$ cat src/rtl/infra_reset_seq.sv
// Staged reset sequencer: waits for MMCM lock and IDELAYCTRL ready, then releases
// per-stage resets in ascending order, each after a gap and the previous stage's ack.
module infra_reset_seq #(
  parameter int unsigned NUM_STAGES  = 4,
  parameter int unsigned GAP_CYCLES  = 256,
  parameter int unsigned ACK_TIMEOUT = 65535,
  parameter int unsigned SYNC_STAGES = 2
) (
  input  logic                  sys_clk,
  input  logic                  sys_rst_n,
  input  logic                  pll_lock,
  input  logic                  idelay_rdy,
  input  logic [NUM_STAGES-1:0] stage_ack,
  output logic [NUM_STAGES-1:0] stage_rst,
  output logic                  all_ready,
  output logic                  timeout_err,
  output logic [2:0]            fault_stage,
  output logic [7:0]            relock_count
);

  localparam int unsigned CNT_W    = 16;
  localparam int unsigned IDX_W    = 3;
  localparam int unsigned RELOCK_W = 8;
  localparam int unsigned ACK_W    = 8;

  localparam logic [CNT_W-1:0] GAP_LAST    = CNT_W'(GAP_CYCLES - 1);
  localparam logic [CNT_W-1:0] TIMEOUT_CNT = CNT_W'(ACK_TIMEOUT);
  localparam logic [IDX_W-1:0] IDX_LAST    = IDX_W'(NUM_STAGES - 1);

  typedef enum logic [2:0] {
    S_HOLD,
    S_WAIT_IDELAY,
    S_GAP,
    S_WAIT_ACK,
    S_RUN,
    S_ERROR
  } state_t;

  state_t                r_state, w_state_nxt;
  logic [IDX_W-1:0]      r_idx, w_idx_nxt;
  logic [CNT_W-1:0]      r_cnt, w_cnt_nxt;
  logic [NUM_STAGES-1:0] r_stage_rst, w_stage_rst_nxt;
  logic                  r_all_ready, w_all_ready_nxt;
  logic                  r_timeout_err, w_timeout_err_nxt;
  logic [IDX_W-1:0]      r_fault_stage, w_fault_stage_nxt;
  logic [RELOCK_W-1:0]   r_relock, w_relock_nxt;

  logic [SYNC_STAGES-1:0] r_lock_sync;
  logic [SYNC_STAGES-1:0] r_idly_sync;
  logic                   w_lock_s;
  logic                   w_idelay_s;
  logic [ACK_W-1:0]       w_ack_ext;
  logic                   w_ack;
  logic                   w_lock_lost;

  // Input synchronisers for the asynchronous lock/ready levels
  always_ff @(posedge sys_clk or negedge sys_rst_n) begin
    if (!sys_rst_n) begin
      r_lock_sync <= '0;
      r_idly_sync <= '0;
    end else begin
      r_lock_sync <= {r_lock_sync[SYNC_STAGES-2:0], pll_lock};
      r_idly_sync <= {r_idly_sync[SYNC_STAGES-2:0], idelay_rdy};
    end
  end

  assign w_lock_s    = r_lock_sync[SYNC_STAGES-1];
  assign w_idelay_s  = r_idly_sync[SYNC_STAGES-1];
  assign w_ack_ext   = ACK_W'(stage_ack);
  assign w_ack       = w_ack_ext[r_idx];
  assign w_lock_lost = !w_lock_s &&
                       (r_state inside {S_WAIT_IDELAY, S_GAP, S_WAIT_ACK, S_RUN});

  always_ff @(posedge sys_clk or negedge sys_rst_n) begin
    if (!sys_rst_n) begin
      r_state       <= S_HOLD;
      r_idx         <= '0;
      r_cnt         <= '0;
      r_stage_rst   <= '1;
      r_all_ready   <= 1'b0;
      r_timeout_err <= 1'b0;
      r_fault_stage <= '0;
      r_relock      <= '0;
    end else begin
      r_state       <= w_state_nxt;
      r_idx         <= w_idx_nxt;
      r_cnt         <= w_cnt_nxt;
      r_stage_rst   <= w_stage_rst_nxt;
      r_all_ready   <= w_all_ready_nxt;
      r_timeout_err <= w_timeout_err_nxt;
      r_fault_stage <= w_fault_stage_nxt;
      r_relock      <= w_relock_nxt;
    end
  end

  always_comb begin
    w_state_nxt       = r_state;
    w_idx_nxt         = r_idx;
    w_cnt_nxt         = r_cnt;
    w_stage_rst_nxt   = r_stage_rst;
    w_all_ready_nxt   = r_all_ready;
    w_timeout_err_nxt = r_timeout_err;
    w_fault_stage_nxt = r_fault_stage;
    w_relock_nxt      = r_relock;

    case (r_state)
      S_HOLD: begin
        w_stage_rst_nxt = '1;
        w_all_ready_nxt = 1'b0;
        if (w_lock_s) w_state_nxt = S_WAIT_IDELAY;
      end
      S_WAIT_IDELAY: begin
        if (w_idelay_s) begin
          w_state_nxt = S_GAP;
          w_idx_nxt   = '0;
          w_cnt_nxt   = '0;
        end
      end
      S_GAP: begin
        if (r_cnt == GAP_LAST) begin
          w_stage_rst_nxt = r_stage_rst & ~(NUM_STAGES'(1) << r_idx);
          w_state_nxt     = S_WAIT_ACK;
          w_cnt_nxt       = '0;
        end else begin
          w_cnt_nxt = CNT_W'(r_cnt + CNT_W'(1));
        end
      end
      S_WAIT_ACK: begin
        if (w_ack) begin
          if (r_idx == IDX_LAST) begin
            w_state_nxt     = S_RUN;
            w_all_ready_nxt = 1'b1;
          end else begin
            w_idx_nxt   = IDX_W'(r_idx + IDX_W'(1));
            w_state_nxt = S_GAP;
            w_cnt_nxt   = '0;
          end
        end else if (r_cnt == TIMEOUT_CNT) begin
          w_state_nxt       = S_ERROR;
          w_timeout_err_nxt = 1'b1;
          w_fault_stage_nxt = r_idx;
          w_stage_rst_nxt   = '1;
        end else begin
          w_cnt_nxt = CNT_W'(r_cnt + CNT_W'(1));
        end
      end
      S_RUN: begin
        w_stage_rst_nxt = '0;
        w_all_ready_nxt = 1'b1;
      end
      S_ERROR: begin
        w_stage_rst_nxt = '1;
        w_all_ready_nxt = 1'b0;
      end
      default: begin
        w_state_nxt     = S_HOLD;
        w_stage_rst_nxt = '1;
        w_all_ready_nxt = 1'b0;
      end
    endcase

    // Lock loss overrides any ack or timeout decision taken on the same edge
    if (w_lock_lost) begin
      w_state_nxt     = S_HOLD;
      w_idx_nxt       = '0;
      w_cnt_nxt       = '0;
      w_stage_rst_nxt = '1;
      w_all_ready_nxt = 1'b0;
      if (r_relock != '1) w_relock_nxt = RELOCK_W'(r_relock + RELOCK_W'(1));
    end
  end

  assign stage_rst    = r_stage_rst;
  assign all_ready    = r_all_ready;
  assign timeout_err  = r_timeout_err;
  assign fault_stage  = r_fault_stage;
  assign relock_count = r_relock;

endmodule

$ cat config.mk
export PLATFORM = sky130hd
export DESIGN_NAME = infra_reset_seq
export DESIGN_NICKNAME = d
export VERILOG_FILES = /design/src/rtl/infra_reset_seq.sv
export SDC_FILE = /design/constraint.sdc
export NUM_CORES = 1
export LEC_CHECK = 0
export BUFFER_PORTS_ARGS = -buffer_cell sky130_fd_sc_hd__buf_2
export CAP_MARGIN = 20
export CORE_MARGIN = 3
export CORE_UTILIZATION = 25
export DETAILED_ROUTE_END_ITERATION = 16
export REMOVE_ABC_BUFFERS = 1
export SETUP_SLACK_MARGIN = 0.15
export SLEW_MARGIN = 20
export SYNTH_ARGS = -nofsm -noshare
export SYNTH_HDL_FRONTEND = slang
export SYNTH_SLANG_ARGS = --single-unit
$ cat constraint.sdc
create_clock -name sys_clk -period 1.88 [get_ports sys_clk]
set_input_delay 0.188 -clock sys_clk [delete_from_list [all_inputs] [get_ports sys_clk]]
set_output_delay 0.188 -clock sys_clk [all_outputs]
set_load 0.02 [all_outputs]
# Word-level counts from Yosys, hierarchy flattened
# Cells that the tools add are included.
classes:
  n_lt_le_gt_ge: 1
  reduce_logical: 15
  n_shift: 1
  n_addsub: 3
  mux: 31
  bitwise: 3
  n_eq_ne: 23
ops:
  columns: ["cell", "n"]
  rows:
  - ["$mux W16", 6]
  - ["$pmux W16 S3", 1]
  - ["$mux W3", 11]
  - ["$add A16 B1 Y16 const B", 1]
  - ["$eq A16 B16 Y1 const B", 1]
  - ["$eq A16 B8 Y1 const B", 1]
  - ["$mux W4", 4]
  - ["$pmux W4 S4", 1]
  - ["$ne A3 B3 Y1 const B", 5]
  - ["$pmux W3 S5", 1]
  - ["$reduce_and A4 Y1", 3]
  - ["$eq A3 B2 Y1 const B", 3]
  - ["$ne A3 B2 Y1 const B", 3]
  - ["$add A8 B1 Y8 const B", 1]
  - ["$ne A4 B4 Y1 const B", 2]
  - ["$ne A8 B8 Y1 const B", 1]
  - ["$reduce_bool A4 Y1", 2]
  - ["$eq A3 B3 Y1 const B", 2]
  - ["$pmux W3 S2", 1]
  - ["$reduce_and A3 Y1", 2]
  - ["$reduce_and A5 Y1", 1]
  - ["$and A4 B4 Y4", 1]
  - ["$lt A3 B4 Y1 const B", 1]
  - ["$mux W1", 4]
  - ["16 further kinds", 18]
totals:
  reg_bits: 43
  inputBits: 8
  elab_cells: 87
  out_inout_bits: 17

# Depth between registers and ports, before layout
# Gate-level depths: netlist (run 1).
depth:
  word_depth: 6
  ltp_mapped: 8
  mapped_depth_nobuf: 6

# Worst setup path before layout (run 1)
# Ideal clock, no wire load.
synth_path:
  kind: "flip-flop to flip-flop"
  from: "register r_cnt[0]"
  to: "register r_fault_stage[0] (netlist: fault_stage[0])"
  path_buffers: 0
  stages_incl_launch_ff: 7
  path_slack_ns: -0.121
  arrival_ns: 1.876
  period_less_slack_ns: 2.001
  setup_ns: 0.125
  cell_sequence: "dfrtp_1 > ha_1 > nand3_4 > nor4_4 > nand3_1 > nor3_2 > mux2_2"
synth_between:
  elab_chain_cells: 2
synth_rtl:
  columns: ["element", "line", "source"]
  rows:
  - ["start, declared", "41", "logic [CNT_W-1:0] r_cnt, w_cnt_nxt;"]
  - ["start signal, assigned", "87", "r_cnt <= w_cnt_nxt;"]
  - ["$eq A16 B16 Y1", "138", "end else if (r_cnt == TIMEOUT_CNT) begin"]
  - ["$reduce_and A3 Y1 (no source line)", null, null]
  - ["end signal, assigned", "91", "r_fault_stage <= w_fault_stage_nxt;"]
  - ["end, declared", "45", "logic [IDX_W-1:0] r_fault_stage, w_fault_stage_nxt;"]
# No other way between the ends.
# A chain may end at the register's enable or synchronous reset.

# Worst setup path after layout (run 1)
layout_path:
  from: "register r_cnt[1]"
  to: "register r_cnt[10]"
layout_between:
  elab_chain_cells: 5
  word_cells_on_any_way: 10
layout_rtl:
  columns: ["element", "line", "source"]
  rows:
  - ["$add A16 B1 Y16", "125, 144", null]
  - ["$mux W16", "138", null]
  - ["$mux W16", "129", "if (w_ack) begin"]
  - ["$pmux W16 S3", "106", "case (r_state)"]
  - ["$mux W16", "163", "if (w_lock_lost) begin"]
# Parallel ways exist; a longest one is shown, timed or not. The select of a mux whose other input is x is not followed.

==> results.md, run 1 <==
- Tcrit/Tclk final: 1.076
- Vias per cell: between 4 and 5
- Layout filler cell count: 885
- Ranking of synthesized cells by area: dfrtp_1, dfstp_2, o221ai_1
- Syn. warnings: 0
- Multi-input logic area: 1486 sq um
- Count leader, synth: dfrtp_1
- Nets: 357
- Worst setup SP type: register
- Setup TNS: -2266 ps
- DP Area: between 3000 and 4000 sq um
- Syn Std Cell Area: 2426 sq um
- Final setup vio count: 24
- Setup Skew: around 11 ps
- Hold_sp: r_lock_sync[0]$_DFF_PN0_
- DR pass1 iterations: 4
- Drc violations: 0
- Insertion delay to the later sink of the worst-skew pair: around 290 ps
- Slew headroom: 0.5799
- # IOs: 25
- Total power density per cell area: 1094 nW/um^2
- Clock period minus worst slack: slightly above 2000 ps
- Max-cap viol count: 0
- H-Tree Depth: 2
- Worst Path Arrival: ~2200 ps
- Prevailing post-synth register cell: dfrtp_1
- Layout Cells excl Fill: about 470
- Total Wirelength: 6856 microns
- Yosys cell types: 56
- Post-synth EDFFs: 0
- Antenna violations before repair: 0
- Failing checks: setup timing
- Port buffer count: 24
- Root buffer cell: clkbuf_8
- Mapped Cells: between 200 and 250
- CP top delay family: simple AND/OR/NAND/NOR gates
- RSZ-0062 raised after global routing: true
- Wire per inst: ~15 microns
- Max Clk Rate: slightly below 0.5 GHz
- Clock sinks: 43
- Tot GR Track Use: 0.1149
- Vias post-DR: 2329
- Clock tree buffer depth: 2
- Worst Hold End: r_lock_sync[1]$_DFF_PN0_
- Worst hold stages: 0
- Die ar.: roughly 11000 sq um
- Status: finished with violations
- DRT iter0 DRCs: approximately 180
- N_diodes: 0
- Top cell type's share of synthesized area: 0.4023
- Mapped Avg Cell Area: around 9.9 sq um
- Global-route wire length before repair: ~11000 microns
- Share of the yosys chip area belonging to registers: 0.4456
- Crit path max fanout: 6
- CTS tree: built
- Setup WS pre-CTS: -186.1 ps
- Seq. cell area: 1084 sq um
- CP peak stage delay: just over 400 ps
- Starting Density: 0.2601
- Crit Path Category: register to register
- Synth area leader: dfrtp_1
- Worst Slack Setup Final: -143.1 ps
- Vias in the first global route: between 2000 and 2500
- Chip height: about 100 microns
- Static Leakage: between 1.5 and 2 nW
- Site Rows: 35
- Peak VDD IR: just under 0.5 mV
- Share of cells above drive strength 1: 0.4636
- Grt total ovfl: 0
- CP Cell Sequence: ha_4 > nand3_4 > nor4_4 > buf_4 > a21boi_4 > or2_4 > a221o_1
- Asr flop ratio synth: 1.000
- Pin count of the biggest net entering global routing: 44
- Synthesized flop and latch total: 43
- Worst Path Buf+Inv: 1
- Slew at the pin with the worst max-slew slack: between 600 and 700 ps
- Area Overhead vs Synth: 51.99%
- Kind of end point of the critical path: register
- Core ar.: 9328 sq um
- Reg2reg end: r_cnt[10]$_DFFE_PN0P_
- DP Wirelength: ~4500 microns
- R2R Setup Slk: -140 ps
- Clk slew on worst S/H paths: approximately 80 ps
- CTS Buf Count: 5
- ANT nets after route: 0
- Final Instance Area: roughly 3700 sq um
- Commonest cells in the netlist: dfrtp_1, inv_1, nor2_1
- Die width: roughly 100 microns
- Worst r2r src: r_cnt[1]$_DFFE_PN0P_
- CP Data Required Time: around 2000 ps
- Gpl congestion: approximately 0.84
- R2R depth: 7
- Count of pins over their slew limit: 0
- Worst path slowest cell: dfrtp_1
- Final Hold Fails: 0
- Worst Hold Class: register to register
- Post-Place Cells: between 400 and 500
[cells by family after synthesis]
group	count (synthesis)	share of synthesized area
adder cells (fa/ha/maj)	7	0.03610
multiplexers	6	0.03197
AND/OR/NAND/NOR	84	0.1872
AO/OA/AOI/OAI	68	0.2269
XOR/XNOR	6	0.02166
flip-flops	43	0.4456
buffers and inverters	30	0.05054
[stage by stage]
stage	hold WS [ps]	util	power [W]
floorplan	-107.6	-	0.002107
global placement	178.8	0.3323	0.002819
detailed placement	184.8	0.3323	0.002843
CTS	358.9	0.3619	0.003728
global route	361.2	0.3953	0.004290
finish	356.2	0.3953	0.004033
[layout make-up]
cell class | count | area share
clock inverters | 2 | 0.009501
multi-input cells | 171 | 0.4031
repair buffers | 100 | 0.2060
well taps | 129 | 0.04377
clock buffers | 6 | 0.02240
flip-flops and latches | 43 | 0.2939
inverters | 21 | 0.02138
[how the worst max path moves through the flow]
stage | startpoint | end | slack, ps | cells past startpoint
6_report | r_cnt[1]$_DFFE_PN0P_ | r_cnt[10]$_DFFE_PN0P_ | -140 | 7
5_1_grt | r_cnt[1]$_DFFE_PN0P_ | r_cnt[10]$_DFFE_PN0P_ | -200 | 7
4_1_cts | r_cnt[12]$_DFFE_PN0P_ | r_cnt[10]$_DFFE_PN0P_ | -120 | 6
3_5_place_dp | r_cnt[0]$_DFFE_PN0P_ | fault_stage[2]$_DFFE_PN0P_ | -190 | 6
3_3_place_gp | r_idx[0]$_DFFE_PN0P_ | r_cnt[9]$_DFFE_PN0P_ | -140 | 5
2_1_floorplan | r_cnt[0]$_DFFE_PN0P_ | r_cnt[11]$_DFFE_PN0P_ | -1280 | 6
[cell usage in the layout, fill, tap and decap left out, types with 3 or more instances in the layout]
cell type	n
nand2_1	14
o21a_1	3
nor3_1	6
dlygate4sd3_1	3
clkbuf_8	6
o221ai_2	11
nand3_1	12
a221o_1	4
dfstp_2	4
inv_1	20
a2111o_1	3
buf_2	24
buf_4	65
o211ai_1	7
xor2_1	3
o211a_1	4
nand4_1	5
ha_1	5
o21ai_0	10
dfrtp_1	37
a21oi_1	4
nor2_1	16
mux2_4	4
buf_6	5
[flip-flops by register name, summed over array words and instances (netlist names)]
signal and cells:
r_idx 3, r_cnt 16, r_idly_sync 2, r_state 3, relock_count 8, all_ready 1
fault_stage 3, timeout_err 1, stage_rst 4, r_lock_sync 2
[layer usage]
metal | wire, microns | vias up | global-route usage
met2 | 3404 | 46 | 0.1808
met3 | 243 | 11 | 0.02421
li1 | - | 1113 | -
met1 | 3105 | 1159 | 0.1629
met4 | 102 | 0 | 0.02279
met5 | 0 | - | 0
[where the power goes]
group          internal [W]  switching (W)  total (W)
sequential          0.00113       0.000157    0.00128
clock              0.000430       0.000320   0.000750
combinational      0.000921        0.00108    0.00200
[timing repair]
action	4_1_cts	5_1_grt
hold buffers	3	0
endpoints found under the setup margin	33	34
gates cloned	0	3
setup buffers	5	11
endpoints found under the hold margin	41	0
pin swaps	7	21
resized for setup	21	42
No activity file was read; power rests on OpenSTA's default activity.
==> run 2, diff against run 1 <==
Settings changed: ABC_AREA set to 1.
==> run 2 against run 1 <==
Compared with the run above:
- the run now ends clean
- critical path depth increased by 3
- via count up 17%
- register-to-register slack improved by 310 ps
- clock skew down 6.7 ps
- final cell count rose by 24%
- design area decreased by 6.1%
- global-route usage increased by 0.18 points
- sequential share of layout area grew 1.9 points
- clock-buffer cell count down 1
- synthesized cell count increased by 64%
- clock power is 2.7% lower
- first-iteration DRC count shrank 7.1%
- critical path type unchanged
- largest cell class unchanged
==> results.md, run 2 <==
- P_int: approximately 0.0021 W
- Max-cap viol count: 0
- Site Rows: 37
- Hold_ws: about 360 ps
- Flop pwr share: 0.335
- Asr flop ratio synth: 1.000
- Clock period minus worst slack: ~1700 ps
- CP Cell Sequence: inv_2 > nand2_1 > inv_2 > nand3_1 > or2_2 > nand3_1 > nor2_4 > buf_4 > nand2_1 > nand2_1
- Grt total ovfl: 0
- Chip height: between 100 and 150 microns
- Worst setup SP type: register
- Clk slew on worst S/H paths: 90 ps
- Clock Power Share: 0.193
- DP Wirelength: 5261 microns
- Tcrit/Tclk final: 0.9107
- Max reg flops: 16
- Peak VDD IR: roughly 0.68 mV
- Crit path top cell by count: nand2_1
- Worst Hold Class: register to register
- H-Tree Depth: 2
- Mapped Avg Cell Area: 6.988 sq um
- Starting Density: 0.2637
- Switching Share: 0.4427
- Count leader, synth: nand2_1
- N_diodes: 0
- DR pass1 iterations: 4
- Synth area leader: dfrtp_1
- Mapped Cells: 400
- Antenna violations before repair: 0
- CTS Buf Count: 5
- Die width: between 100 and 150 microns
- # IOs: 25
- Count of pins over their slew limit: 0
- Crit path max fanout: 5
- Ranking of synthesized cells by area: dfrtp_1, nand2_1, nand3_1
- Total Wirelength: a little over 7000 microns
- Nets: between 400 and 500
- Comb power frac: 0.472
- Final Hold Fails: 0
- Worst Path Arrival: around 1900 ps
- Share of the yosys chip area belonging to registers: 0.3868
- Worst path slowest cell: dfrtp_1
- Most common cell after layout, fill and taps aside: nand2_1
- Slew at the pin with the worst max-slew slack: about 440 ps
- Worst Path Buf+Inv: 3
- Core ar.: about 11000 sq um
- Tot GR Track Use: 0.1167
- Vias post-DR: ~2700
- Share of cells above drive strength 1: 0.2467
- Gpl congestion: 0.8551
- CTS tree: built
- Root buffer cell: clkbuf_8
- Clock sinks: 43
- Wire per inst: 12.10 microns
- Setup TNS: 0 ps
- Area Overhead vs Synth: 23.86%
- CP top delay family: simple AND/OR/NAND/NOR gates
- Status: complete, no violations
- Drc violations: 0
- Final setup vio count: 0
- Syn. warnings: 0
- Vias in the first global route: ~2700
- Max Clk Rate: 0.5841 GHz
- Insertion delay to the later sink of the worst-skew pair: about 290 ps
- Top cell type's share of synthesized area: 0.3491
- CP peak stage delay: between 400 and 500 ps
- DRT iter0 DRCs: between 150 and 200
- Net Switching: between 0.0015 and 0.002 W
- Post-synth EDFFs: 0
- Static Leakage: 1.734 nW
- Setup Skew: 4.650 ps
- Prevailing post-synth register cell: dfrtp_1
- Crit Path Category: register to register
- Die ar.: 12490 sq um
- Slew headroom: 0.7050
- Layout Cells excl Fill: 586
- Global-route wire length before repair: ~12000 microns
- R2R Setup Slk: 170 ps
- Biggest register: r_cnt
- Commonest cells in the netlist: nand2_1, nand3_1, inv_1
- CP Data Required Time: approximately 2100 ps
- Synthesized flop and latch total: 43
- Tot Pwr: ~0.0038 W
- Total power density per cell area: roughly 1100 nW/um^2
- Syn Std Cell Area: ~2800 sq um
- RSZ-0062 raised after global routing: true
- ANT nets after route: 0
- Post-Place Cells: about 560
- Most frequent cells in the layout: nand2_1, nand3_1, inv_1
- Vias per cell: 4.664
- Yosys cell types: 33
- Kind of end point of the critical path: register
- Pin count of the biggest net entering global routing: 44
- Port buffer count: 24
- Clock tree buffer depth: 2
==> run 2: cell types whose count changed after synthesis, moves of 5 or more <==
cell	delta
inv_1	+25
inv_2	+11
nand2_1	+116
nand2_2	+8
nand3_1	+35
nor2_1	+7
o2111ai_1	+5
o211ai_1	-6
o21ai_1	+8
o221ai_1	-11
==> run 2: final cells by class <==
| class | count | area, sq um |
|---|---|---|
| inverter | 57 | 224.0 |
| sequential | 43 | 1085 |
| clock inverter | 3 | 43.79 |
| clock buffer | 5 | 68.82 |
| multi-input combinational | 294 | 1543 |
| tap | 136 | 170.2 |
| timing repair buffer | 48 | 327.8 |
| fill | 1121 | 7139 |
==> run 2: worst paths after layout <==
check | to | from | depth (start not counted)
max in group asynchronous | stage_rst[3]$_DFFE_PN1P_ | sys_rst_n | 3
setup / recovery | r_cnt[5]$_DFFE_PN0P_ | r_state[2]$_DFFE_PN0P_ | 10
min in group asynchronous | r_cnt[5]$_DFFE_PN0P_ | sys_rst_n | 3
setup reg to reg | r_cnt[5]$_DFFE_PN0P_ | r_state[2]$_DFFE_PN0P_ | 10
hold / removal | r_lock_sync[1]$_DFF_PN0_ | r_lock_sync[0]$_DFF_PN0_ | 0
hold reg to reg | r_lock_sync[1]$_DFF_PN0_ | r_lock_sync[0]$_DFF_PN0_ | 0
==> run 2: timing repair <==
item	in CTS	in global routing
setup endpoints to repair	23	31
gates cloned	0	2
gates resized for setup	11	29
hold endpoints to repair	41	0
pin swaps	4	8
buffers inserted	5	4
hold buffers	3	0
==> run 2: logic make-up after synthesis <==
family,count (synthesis),synth area share
flip-flops,43,0.3868
AND/OR/NAND/NOR,240,0.3791
buffers and inverters,64,0.09310
adder cells (fa/ha/maj),7,0.03133
AO/OA/AOI/OAI,37,0.08147
XOR/XNOR,9,0.02820
==> run 2: per-layer routing <==
| layer | part of all wire | wire [microns] | global-route usage |
|---|---|---|---|
| met5 | 0 | 0 | 0 |
| met4 | 0.013 | 93 | 0.02920 |
| met3 | 0.043 | 303 | 0.01413 |
| met2 | 0.48 | 3437 | 0.1950 |
| met1 | 0.46 | 3255 | 0.1607 |
==> run 2: worst reg2reg max path, stage by stage, from the launching register on <==
cell	delay, ps
dfrtp_1	450
inv_2	130
nand2_1	90
inv_2	70
nand3_1	70
or2_2	320
nand3_1	140
nor2_4	70
buf_4	160
nand2_1	60
nand2_1	40
==> run 2: power by group through the flow <==
stage	Sequential, W	Clock [W]	Combinational (W)
finish	0.00126	0.000730	0.00178
global route	0.00130	0.000800	0.00200
CTS	0.00127	0.000757	0.00164
detailed placement	0.00129	0	0.00154
global placement	0.00128	0	0.00152
floorplan	0.00139	0	0.000906
==> run 2: per-stage QoR <==
stage	area (sq um)	utilization	setup WS (ps)
6_report	3462	0.3266	167.9
5_1_grt	3462	0.3266	53.45
4_1_cts	3338	0.3149	153.9
3_5_place_dp	3134	0.2956	51.10
3_3_place_gp	3134	0.2956	134.9
2_1_floorplan	2749	-	83.47
